==> src/rtl/shift_pkg.sv <==
// Shared definitions for the iterative shifter.
//   OP_*      : operation encodings presented on the op port
//   state_e   : FSM state encoding used by iter_shifter
package shift_pkg;

    localparam logic [1:0] OP_SLL = 2'b00;
    localparam logic [1:0] OP_SRL = 2'b01;
    localparam logic [1:0] OP_SRA = 2'b10;
    localparam logic [1:0] OP_ROL = 2'b11;

    typedef enum logic [1:0] {
        ST_IDLE  = 2'b00,
        ST_SHIFT = 2'b01,
        ST_DONE  = 2'b10
    } state_e;

endpackage : shift_pkg

==> src/rtl/shift_step.sv <==
// One combinational shift step of the iterative shifter.
// Ports:
//   op    in  2        operation (OP_SLL / OP_SRL / OP_SRA / OP_ROL)
//   sign  in  1        fill bit for arithmetic right shift
//   x     in  WIDTH    value to shift
//   n     in  SHAMT_W  bits to shift this step (the caller keeps n <= STEP)
//   y     out WIDTH    shifted value
module shift_step
    import shift_pkg::*;
#(
    parameter  int WIDTH   = 32,
    localparam int SHAMT_W = $clog2(WIDTH)
) (
    input  logic [1:0]         op,
    input  logic               sign,
    input  logic [WIDTH-1:0]   x,
    input  logic [SHAMT_W-1:0] n,
    output logic [WIDTH-1:0]   y
);

    // Double-width scratch: the upper half carries the sign fill for SRA,
    // and a duplicated copy of x lets ROL be expressed as a plain left shift.
    logic [2*WIDTH-1:0] dbl_s;

    // Select the shift flavour for this step.
    always_comb begin
        dbl_s = '0;
        y     = x;
        case (op)
            OP_SLL: begin
                y = x << n;
            end
            OP_SRL: begin
                y = x >> n;
            end
            OP_SRA: begin
                dbl_s = {{WIDTH{sign}}, x} >> n;
                y     = dbl_s[WIDTH-1:0];
            end
            OP_ROL: begin
                dbl_s = {x, x} << n;
                y     = dbl_s[2*WIDTH-1:WIDTH];
            end
            default: begin
                y = x;
            end
        endcase
    end

endmodule : shift_step

==> src/rtl/iter_shifter.sv <==
// Multi-cycle shifter: shifts up to STEP bits per clock with a start/busy/done
// handshake. Supports SLL, SRL, SRA and ROL by a run-time amount.
// Ports:
//   clk    in   1        rising-edge clock
//   rst_n  in   1        asynchronous active-low reset
//   start  in   1        request, accepted when not busy
//   op     in   2        operation, sampled on accept
//   a      in   WIDTH    operand, sampled on accept
//   shamt  in   SHAMT_W  shift amount, sampled on accept
//   busy   out  1        high while shifting
//   done   out  1        one-cycle pulse marking c valid
//   c      out  WIDTH    result, held until the next accepted start completes
module iter_shifter
    import shift_pkg::*;
#(
    parameter  int WIDTH   = 32,
    parameter  int STEP    = 1,
    localparam int SHAMT_W = $clog2(WIDTH)
) (
    input  logic               clk,
    input  logic               rst_n,
    input  logic               start,
    input  logic [1:0]         op,
    input  logic [WIDTH-1:0]   a,
    input  logic [SHAMT_W-1:0] shamt,
    output logic               busy,
    output logic               done,
    output logic [WIDTH-1:0]   c
);

    localparam logic [SHAMT_W-1:0] STEP_N = SHAMT_W'(STEP);

    state_e               state_q, state_d;
    logic [WIDTH-1:0]     work_q,  work_d;
    logic [SHAMT_W-1:0]   rem_q,   rem_d;
    logic [1:0]           op_q,    op_d;
    logic                 sign_q,  sign_d;
    logic [WIDTH-1:0]     c_q,     c_d;
    logic                 busy_q,  busy_d;
    logic                 done_q,  done_d;

    logic [SHAMT_W-1:0]   step_n_s;
    logic [WIDTH-1:0]     step_y_s;

    // Bits shifted this cycle: the full STEP unless fewer remain.
    assign step_n_s = (rem_q > STEP_N) ? STEP_N : rem_q;

    shift_step #(
        .WIDTH (WIDTH)
    ) u_step (
        .op   (op_q),
        .sign (sign_q),
        .x    (work_q),
        .n    (step_n_s),
        .y    (step_y_s)
    );

    // Next-state logic for the handshake FSM and the datapath registers.
    always_comb begin
        state_d = state_q;
        work_d  = work_q;
        rem_d   = rem_q;
        op_d    = op_q;
        sign_d  = sign_q;
        c_d     = c_q;
        case (state_q)
            ST_IDLE, ST_DONE: begin
                if (start) begin
                    work_d = a;
                    rem_d  = shamt;
                    op_d   = op;
                    sign_d = a[WIDTH-1];
                    if (shamt == '0) begin
                        // Nothing to shift: the operand is the result.
                        state_d = ST_DONE;
                        c_d     = a;
                    end else begin
                        state_d = ST_SHIFT;
                    end
                end else begin
                    state_d = ST_IDLE;
                end
            end
            ST_SHIFT: begin
                work_d = step_y_s;
                rem_d  = rem_q - step_n_s;
                if (rem_d == '0) begin
                    // c only ever sees the finished value.
                    state_d = ST_DONE;
                    c_d     = step_y_s;
                end else begin
                    state_d = ST_SHIFT;
                end
            end
            default: begin
                state_d = ST_IDLE;
            end
        endcase
        busy_d = (state_d == ST_SHIFT);
        done_d = (state_d == ST_DONE);
    end

    // State and output registers; reset discards any shift in flight.
    always_ff @(posedge clk or negedge rst_n) begin
        if (!rst_n) begin
            state_q <= ST_IDLE;
            work_q  <= '0;
            rem_q   <= '0;
            op_q    <= 2'b00;
            sign_q  <= 1'b0;
            c_q     <= '0;
            busy_q  <= 1'b0;
            done_q  <= 1'b0;
        end else begin
            state_q <= state_d;
            work_q  <= work_d;
            rem_q   <= rem_d;
            op_q    <= op_d;
            sign_q  <= sign_d;
            c_q     <= c_d;
            busy_q  <= busy_d;
            done_q  <= done_d;
        end
    end

    assign busy = busy_q;
    assign done = done_q;
    assign c    = c_q;

endmodule : iter_shifter
==> config.mk <==
export PLATFORM = sky130hd
export DESIGN_NAME = iter_shifter
export DESIGN_NICKNAME = d
export VERILOG_FILES = /design/src/rtl/shift_pkg.sv /design/src/rtl/shift_step.sv /design/src/rtl/iter_shifter.sv
export SDC_FILE = /design/constraint.sdc
export NUM_CORES = 1
export LEC_CHECK = 0
export ABC_AREA = 1
export CORE_ASPECT_RATIO = 0.75
export CORE_UTILIZATION = 25
export CTS_BUF_LIST = sky130_fd_sc_hd__clkbuf_4
export CTS_CLUSTER_SIZE = 20
export DETAILED_ROUTE_END_ITERATION = 10
export GPL_TIMING_DRIVEN = 0
export PLACE_DENSITY_LB_ADDON = 0.08
export SLEW_MARGIN = 20
export SYNTH_ARGS = -nofsm -noshare
export SYNTH_HDL_FRONTEND = slang
export SYNTH_SLANG_ARGS = --single-unit
==> constraint.sdc <==
create_clock -name clk -period 2.3 [get_ports clk]
set_input_delay 0.23 -clock clk [delete_from_list [all_inputs] [get_ports clk]]
set_output_delay 0.23 -clock clk [all_outputs]
set_load 0.05 [all_outputs]
# After elaboration in Yosys (flattened, before gate mapping)
# Cells that the tools add are included.
# classes
addsub	1
n_lt_le_gt_ge	1
eq_ne	10
shift	4
n_mux	14
n_reduce_logical	9
# ops
op	count
$mux W32	4
$pmux W32 S2	2
$pmux W32 S4	1
$shl A64 B5 Y64	1
$shr A64 B5 Y32	1
$shl A32 B5 Y32	1
$shr A32 B5 Y32	1
$logic_not A5 Y1	2
$mux W5	2
$pmux W5 S2	1
$eq A2 B2 Y1 const B	4
$eq A2 B1 Y1 const B	3
$mux W2	3
$ne A2 B2 Y1 const B	3
$gt A5 B1 Y1 const B	1
$sub A5 B5 Y5	1
$logic_not A2 Y1	2
$pmux W2 S2	1
$reduce_and A2 Y1	2
$reduce_and A4 Y1	1
$reduce_bool A2 Y1	1
$reduce_or A2 Y1	1
# totals
register_bits	76
input_bits	42
out_inout_bits	34
wordCells	47

# Depth between registers and ports, before layout
# Gate-level depths: netlist of the first run.
# logic_depth
word_depth	7
depth_mapped	14
depth_no_buf	13

# By module
# From an unflattened synthesis of the first run, not the netlist that was laid out.
# unflattened
cells_unflattened	1372
area_unflattened_um2	7885.1
# by_module_without_submodules
mod	instances	cells_per_inst	area_per_inst_um2	seq_area_each_um2
shift_step	1	954	4405.5	0.0
iter_shifter	1	418	3479.6	1901.8

# Worst setup path before layout of the first run
# OpenSTA, ideal clock, no wires.
# synth_path
kind	reg-to-reg
from	register rem_q[1]
to	register c_q[0], in the netlist c[0]
setup_time_ps	118
arrival_time_ps	1636
t_required_ps	2182
setup_slack_ps	546
stages_incl_launch_ff	13
n_path_buf	1
synth_period_minus_slack_ps	1754
cell_sequence	dfrtp_1 > nor2_4 > nand2_1 > nand2_2 > ha_1 > nor2_1 > nand2_1 > nand2_1 > nor2_4 > nand4_4 > buf_2 > nand3_1 > nand2_1
# synth_between
elab_chain_len	6
word_cells_on_any_way	13
classes_between	1 x add/sub; 1 x order compare; 1 x eq/ne; 4 x shift; 4 x mux; 2 x reduce/logical
# synth_rtl
item	line	rtl
from (decl)	iter_shifter.sv:35	logic [SHAMT_W-1:0] rem_q, rem_d;
from (signal assigned)	iter_shifter.sv:117	rem_q <= rem_d;
$gt A5 B1 Y1	iter_shifter.sv:46	assign step_n_s = (rem_q > STEP_N) ? STEP_N : rem_q;
$mux W5	iter_shifter.sv:46	
$shl A64 B5 Y64, or another cell as far along	shift_step.sv:41	dbl_s = {x, x} << n;
$pmux W32 S4 / $logic_not A5 Y1 (equally long branches)	shift_step.sv:29, iter_shifter.sv:87	
$mux W32 / $ne A2 B2 Y1 (equally long branches)	-	
$pmux W32 S2 / $reduce_and A4 Y1 (equally long branches)	-	
to (signal assigned)	iter_shifter.sv:111	c_q <= '0;
to (signal assigned)	iter_shifter.sv:120	c_q <= c_d;
to (decl)	iter_shifter.sv:38	logic [WIDTH-1:0] c_q, c_d;
# Parallel ways exist; a longest one is shown, timed or not. The select of a mux whose other input is x is not followed.
# A chain may end at the register's enable or synchronous reset.

# Worst setup path in the final report of the first run
# layout_path
from	register rem_q[4]
to	register c_q[24], in the netlist c[24]
# Same word-level chain as after synthesis.

==> impl_metrics.json, run 1 <==
{
  "status": "finished clean",
  "finalPower_w": 0.009120,
  "syn_area_per_cell_sq_um": 6.772,
  "period_share": 0.9375,
  "ys_warn_count": 0,
  "min_path_type": "input pin to async pin",
  "met1_length_mm": 7.291,
  "end_kind": "flop",
  "grtUsageTotal": 0.1629,
  "leakage_nw": 2.886,
  "drt_iter0_drc": 317,
  "slowest_delay_ns": 0.42,
  "rr_endpoint": "c[24]$_DFFE_PN0P_",
  "synthFlopType": "dfrtp_1",
  "multi_input_area_sq_um": 2086,
  "cts_root_buffer": "clkbuf_4",
  "syn_inst": 645,
  "fin_nets": 781,
  "drt_wl_total_mm": 13.60,
  "netlist.area_leader.share": 0.4354,
  "reg2reg_depth": 14,
  "cts_tree": "built",
  "ys_seq_area_frac": 0.4354,
  "met2_wirelength_mm": 5.589,
  "tightest_slew_ns": 0.6524,
  "cts_made_buffers": 9,
  "ant_nets": 0,
  "cap_violations": 0,
  "num_antenna_cells": 0,
  "insertion_delay_ns": 0.47,
  "synth_area_sq_um": 4368,
  "ys_top_cells_by_count": "nand2_1 (312), dfrtp_1 (76), o21ai_0 (66), inv_1 (51), nand3_1 (39)",
  "path_buf_inv": 2,
  "drv_slew": 0,
  "async_flop_share": 1.000,
  "critical_path.startpoint": "rem_q[4]$_DFFE_PN0P_",
  "utilization": 0.3272,
  "clk_pin_slew_ns": 0.14,
  "clock-sinks": 76,
  "ys_seq_elements": 76,
  "path_common_cell": "nand2_1",
  "port-buffer-count": 75,
  "post-route-min-period_ns": 2.156,
  "antenna_found_initial": 0,
  "cts_max_level": 3,
  "worst_hold_slack_ns": 0.2405,
  "synth_cell_types": 24,
  "hold_viol": 0,
  "relSlewSlack": 0.5650,
  "dr.pass1.iters": 5,
  "grt_pass1_wl_mm": 22.29,
  "finalSetupViolCount": 0,
  "critPathRequiredTime_ns": 2.70,
  "finClkSkew_ns": 0.02245,
  "post-dp-hpwl_mm": 9.998,
  "clock_path_buffers": 2,
  "initial_core_util": 0.2580,
  "start_kind": "flop",
  "cp_cell_sequence": "nor2_1, nand2_1, nand2_2, ha_1, nor2_1, nand2_1, nand2_1, nand2_1, inv_1, nand4_4, nand2_4, buf_6, nand2_1, nand2_1",
  "die_area_sq_um": 18010,
  "viasPerCell": 4.521,
  "max_freq_ghz": 0.4638,
  "synth_edf_count": 0,
  "grt_max_degree": 46,
  "grt_remaining_overflow": 0,
  "rr_startpoint": "rem_q[4]$_DFFE_PN0P_",
  "synth_fp_nets": 691,
  "synth_most_common_cell": "nand2_1",
  "seqPwrFrac": 0.249,
  "first_global_vias": 4239,
  "yosysTopAreaCell": "dfrtp_1",
  "wire_per_inst_um": 14.25,
  "arrival_ns": 2.55,
  "routabilityCongestion": 0.7740,
  "crit_type": "flop to flop",
  "slowest_stage": "dfrtp_1",
  "wl_met3_um": 581,
  "dr_total_vias": 4313,
  "top_layer_used": "met4",
  "cp_max_fo": 10,
  "final-seq-area_sq_um": 1902,
  "critPathTopFamily": "simple AND/OR/NAND/NOR gates",
  "drive_above_1_share": 0.06225,
  "fp.dieH_um": 116.5,
  "num_rows": 41,
  "setup_tns_ns": 0,
  "internal_power_w": 0.004097,
  "place_area_sq_um": 5413,
  "final_area_sq_um": 5539,
  "route.detailed.drc": 0,
  "p_sw_frac": 0.5507,
  "fillers": 1897,
  "worst_ir_drop_vdd_uv": 611.9,
  "die_w_um": 154.6,
  "combPwrFrac": 0.674,
  "powerDensity_nw_per_um2": 1647,
  "area_growth_pct": 26.81,
  "rrSetupSlack_ns": 0.14,
  "p_switching_w": 0.005023,
  "pwr-share-clk": 0.078,
  "synthTopCellsByArea": "dfrtp_1 (44%), nand2_1 (27%), o21ai_0 (7.6%)",
  "io_pins": 76,
  "fp.coreArea_sq_um": 16930
}
[layer usage]
layer  track usage  vias up
li1              -     2205
met1        0.2361     1992
met2        0.2428      106
met3       0.03488       10
met4       0.04686        0
met5             0        -
[cell families (layout without fill, tap and decap cells)]
family | after synthesis | after routing | synth area share
DFF | 76 | 76 | 0.4354
buffers and inverters | 91 | 185 | 0.08708
and+or+nand+nor | 369 | 369 | 0.3414
adders and majority gates | 4 | 4 | 0.01146
AOI/OAI and AO/OA | 104 | 104 | 0.1220
muxes | 1 | 1 | 0.002578
[worst max path at each step]
stage / to / slack (ns) / cells past startpoint
after floorplan: c[0]$_DFFE_PN0P_ / 0.55 / 12
after global placement: c[27]$_DFFE_PN0P_ / -2.01 / 1
after detailed placement: c[26]$_DFFE_PN0P_ / 0.07 / 8
after CTS: c[24]$_DFFE_PN0P_ / 0.13 / 13
after global routing: c[23]$_DFFE_PN0P_ / -0.00008 / 14
final: c[24]$_DFFE_PN0P_ / 0.14 / 14
[cell usage in the layout (no fill, tap or decap)]
cell,instances
clkbuf_1,20
buf_4,3
buf_16,1
nand2_2,2
ha_1,4
dfrtp_1,76
clkdlybuf4s50_1,74
clkbuf_2,1
nand4_1,1
buf_2,13
nand2_4,1
clkbuf_4,9
clkinvlp_4,2
nor2_2,1
inv_2,3
nand3_2,1
o221ai_1,3
o21ai_1,1
buf_6,3
nor2_4,2
inv_1,51
o22ai_1,1
nand3_1,39
nand4_4,1
nor3_1,1
dlygate4sd3_1,1
clkinv_1,2
o21ai_0,66
a21oi_1,33
nor2_1,8
nand2_1,312
clkinv_2,2
mux2_2,1
[stage by stage]
step                worst slack, ns  std cells
floorplan                    0.5456        645
global placement             -2.007        935
detailed placement          0.06916        936
CTS                          0.1288        952
global route            -0.00008127        954
finish                       0.1437        954
[power by group through the flow]
stage | Sequential (W) | Combinational, W | Clock [W]
after global routing | 0.00234 | 0.00695 | 0.000802
after global placement | 0.00229 | 0.00611 | 0
final | 0.00227 | 0.00614 | 0.000707
after detailed placement | 0.00231 | 0.00613 | 0
after CTS | 0.00228 | 0.00617 | 0.000752
after floorplan | 0.00325 | 0.00333 | 0
[worst register-to-register path: stages (launching register included)]
cell     delay (ns)
dfrtp_1        0.42
nor2_1         0.09
nand2_1        0.08
nand2_2        0.08
ha_1           0.20
nor2_1         0.20
nand2_1        0.07
nand2_1        0.06
nand2_1        0.07
inv_1          0.11
nand4_4        0.21
nand2_4        0.20
buf_6          0.18
nand2_1        0.07
nand2_1        0.05
[state kept, by name, summed over array words and instances, names as in the netlist]
register	count
busy	1
c	32
done	1
op_q	2
rem_q	5
sign_q	1
state_q	2
work_q	32
[repair_timing]
action                     4_1_cts  5_1_grt
hold buffers                     1        0
hold endpoints to repair        31        0
gates resized for setup          0        2
setup buffers                    0        2
setup endpoints to repair        0        6
[final cells by class]
cell class | count | area share
multi-input combinational | 478 | 0.3766
sequential | 76 | 0.3433
timing repair buffer | 79 | 0.1446
tap | 215 | 0.04857
inverter | 54 | 0.03659
buffer | 37 | 0.03230
clock buffer | 9 | 0.01220
clock inverter | 6 | 0.005873
Note: power is estimated with default switching activity, not from simulation.
==> run 2, diff against run 1 <==
--- a/config.mk
+++ b/config.mk
@@ -6,6 +6,8 @@
 export NUM_CORES = 1
 export LEC_CHECK = 0
 export ABC_AREA = 1
+export CELL_PAD_IN_SITES_DETAIL_PLACEMENT = 1
+export CELL_PAD_IN_SITES_GLOBAL_PLACEMENT = 2
 export CORE_ASPECT_RATIO = 0.75
 export CORE_UTILIZATION = 25
 export CTS_BUF_LIST = sky130_fd_sc_hd__clkbuf_4
==> run 2 against run 1 <==
- register-to-register slack is essentially flat
- sequential share of layout area shrank 0.61 points
- first-iteration DRC count shrank 30%
- maximum frequency is essentially flat
- worst setup slack gained 0.0019 ns
- critical path depth shrank 1
- final cell count is the same
- combinational power grew 2%
- routed wire length grew 8.8%
- flip-flop and latch count is the same
- die area is the same
- largest cell class unchanged
- largest power group unchanged
==> impl_metrics.json, run 2 (synthesis results as in run 1) <==
{
  "final_common_cell": "nand2_1",
  "leakage_nw": 2.936,
  "first_global_vias": 4704,
  "path_buf_inv": 1,
  "p_sw_frac": 0.5315,
  "powerDensity_nw_per_um2": 1721,
  "post-dp-hpwl_mm": 10.96,
  "cts_made_buffers": 9,
  "hold_viol": 0,
  "port-buffer-count": 75,
  "cts_tree": "built",
  "finalSetupViolCount": 0,
  "dr_total_vias": 4370,
  "status": "finished clean",
  "area_growth_pct": 29.28,
  "dr.pass1.iters": 4,
  "period_share": 0.9367,
  "grt_pass1_wl_mm": 25.12,
  "grt_max_degree": 47,
  "arrival_ns": 2.56,
  "clock_path_buffers": 2,
  "critPathTopFamily": "simple AND/OR/NAND/NOR gates",
  "fp.coreArea_sq_um": 16930,
  "slowest_stage": "dfrtp_2",
  "cap_violations": 0,
  "cp_cell_sequence": "nor2_4, nand2_1, nand2_2, ha_1, nor2_2, nand2_1, nand2_1, nor2_4, nand4_4, nand2_4, buf_8, nand2_1, nand2_1",
  "die_area_sq_um": 18010,
  "fillers": 2127,
  "routabilityCongestion": 0.7522,
  "worst_ir_drop_vdd_uv": 573.4,
  "num_antenna_cells": 0,
  "crit_type": "flop to flop",
  "critPathRequiredTime_ns": 2.70,
  "dp_cells": 936,
  "post-route-min-period_ns": 2.154,
  "relSlewSlack": 0.5682,
  "use_met1": 0.2478,
  "clk_pin_slew_ns": 0.13,
  "combPwrFrac": 0.646,
  "multi_input_area_sq_um": 2091,
  "tightest_slew_ns": 0.6477,
  "drt_iter0_drc": 223,
  "route.detailed.drc": 0,
  "seqPwrFrac": 0.235,
  "grtUsageTotal": 0.1811,
  "grt_remaining_overflow": 0,
  "slowest_delay_ns": 0.46,
  "final-seq-area_sq_um": 1904,
  "drive_above_1_share": 0.06901,
  "clock-sinks": 76,
  "busiest_layer": "met2",
  "drt_wl_total_mm": 14.79,
  "internal_power_w": 0.004554,
  "end_kind": "flop",
  "fp.dieH_um": 116.5,
  "finClkSkew_ns": 0.01285,
  "viasPerCell": 4.581,
  "pwr-share-clk": 0.119,
  "io_pins": 76,
  "antenna_found_initial": 0,
  "final_cells": 954,
  "cp_max_fo": 10,
  "layout.cells.most_common_list": "nand2_1 (312), dfrtp_1 (74), clkdlybuf4s50_1 (74)",
  "die_w_um": 154.6,
  "min_path_type": "input pin to async pin",
  "setup_tns_ns": 0,
  "start_kind": "flop",
  "wire_per_inst_um": 15.51,
  "num_rows": 41,
  "max_freq_ghz": 0.4642,
  "fin_nets": 781,
  "drv_slew": 0,
  "initial_core_util": 0.2580,
  "ant_nets": 0,
  "path_common_cell": "nand2_1",
  "p_switching_w": 0.005166,
  "insertion_delay_ns": 0.45,
  "grtUsageMet3": 0.03488,
  "cts_root_buffer": "clkbuf_4",
  "cts_max_level": 3,
  "grt.met2_usage": 0.2956
}
-- run 2: path summary, 6_finish.rpt --
kind	depth (start not counted)	slack, ns	endpoint	startpoint
max	13	0.15	c[29]$_DFFE_PN0P_	rem_q[1]$_DFFE_PN0P_
min	2	0.26	busy$_DFF_PN0_	rst_n
max reg2reg	13	0.15	c[29]$_DFFE_PN0P_	rem_q[1]$_DFFE_PN0P_
min reg2reg	2	0.51	work_q[29]$_DFFE_PN0P_	work_q[29]$_DFFE_PN0P_
max in group asynchronous	3	1.45	c[6]$_DFFE_PN0P_	rst_n
min in group clk	3	0.39	op_q[1]$_DFFE_PN0P_	op[1]
-- run 2: timing repair --
item	in CTS	in global routing
hold buffers	1	0
resized for setup	0	9
endpoints found under the hold margin	30	0
buffers inserted	0	2
setup endpoints to repair	0	38
-- run 2: stage by stage --
step | setup WS [ns] | power (W) | util | hold slack [ns] | cell area [sq um]
2_1_floorplan | 0.5456 | 0.006580 | - | -0.06559 | 4368
3_3_place_gp | -2.095 | 0.008493 | 0.3183 | 0.4670 | 5388
3_5_place_dp | -0.03467 | 0.008612 | 0.3197 | 0.2128 | 5413
4_1_cts | 0.04834 | 0.009846 | 0.3319 | 0.2380 | 5618
5_1_grt | -0.004445 | 0.01077 | 0.3336 | 0.2588 | 5647
6_report | 0.1456 | 0.009720 | 0.3336 | 0.2566 | 5647
-- run 2: routing by layer --
metal / vias to the layer above / wire length, um
li1: 2212 / -
met1: 2087 / 7759
met2: 63 / 6537
met3: 8 / 394
met4: 0 / 103
met5: - / 0
-- run 2: power by group through the flow --
| stage | clock network (W) | logic, W | registers, W |
|---|---|---|---|
| after floorplan | 0 | 0.00333 | 0.00325 |
| after global placement | 0 | 0.00620 | 0.00229 |
| after detailed placement | 0 | 0.00630 | 0.00231 |
| after CTS | 0.00121 | 0.00634 | 0.00229 |
| after global routing | 0.00126 | 0.00714 | 0.00237 |
| final | 0.00116 | 0.00628 | 0.00229 |
-- run 2: cell type report --
| class | instances | share of cell area |
|---|---|---|
| flip-flops and latches | 76 | 0.3372 |
| repair buffers | 79 | 0.1418 |
| clock buffers | 9 | 0.01197 |
| clock inverters | 6 | 0.02260 |
| inverters | 54 | 0.03590 |
| multi-input cells | 478 | 0.3703 |
| plain buffers | 37 | 0.03257 |
| well taps | 215 | 0.04764 |
-- run 2: worst reg2reg max path, cell delays in order, from the launching register on --
cell     delay [ns]
dfrtp_2        0.46
nor2_4         0.15
nand2_1        0.09
nand2_2        0.09
ha_1           0.19
nor2_2         0.06
nand2_1        0.06
nand2_1        0.10
nor2_4         0.17
nand4_4        0.21
nand2_4        0.21
buf_8          0.17
nand2_1        0.08
nand2_1        0.06
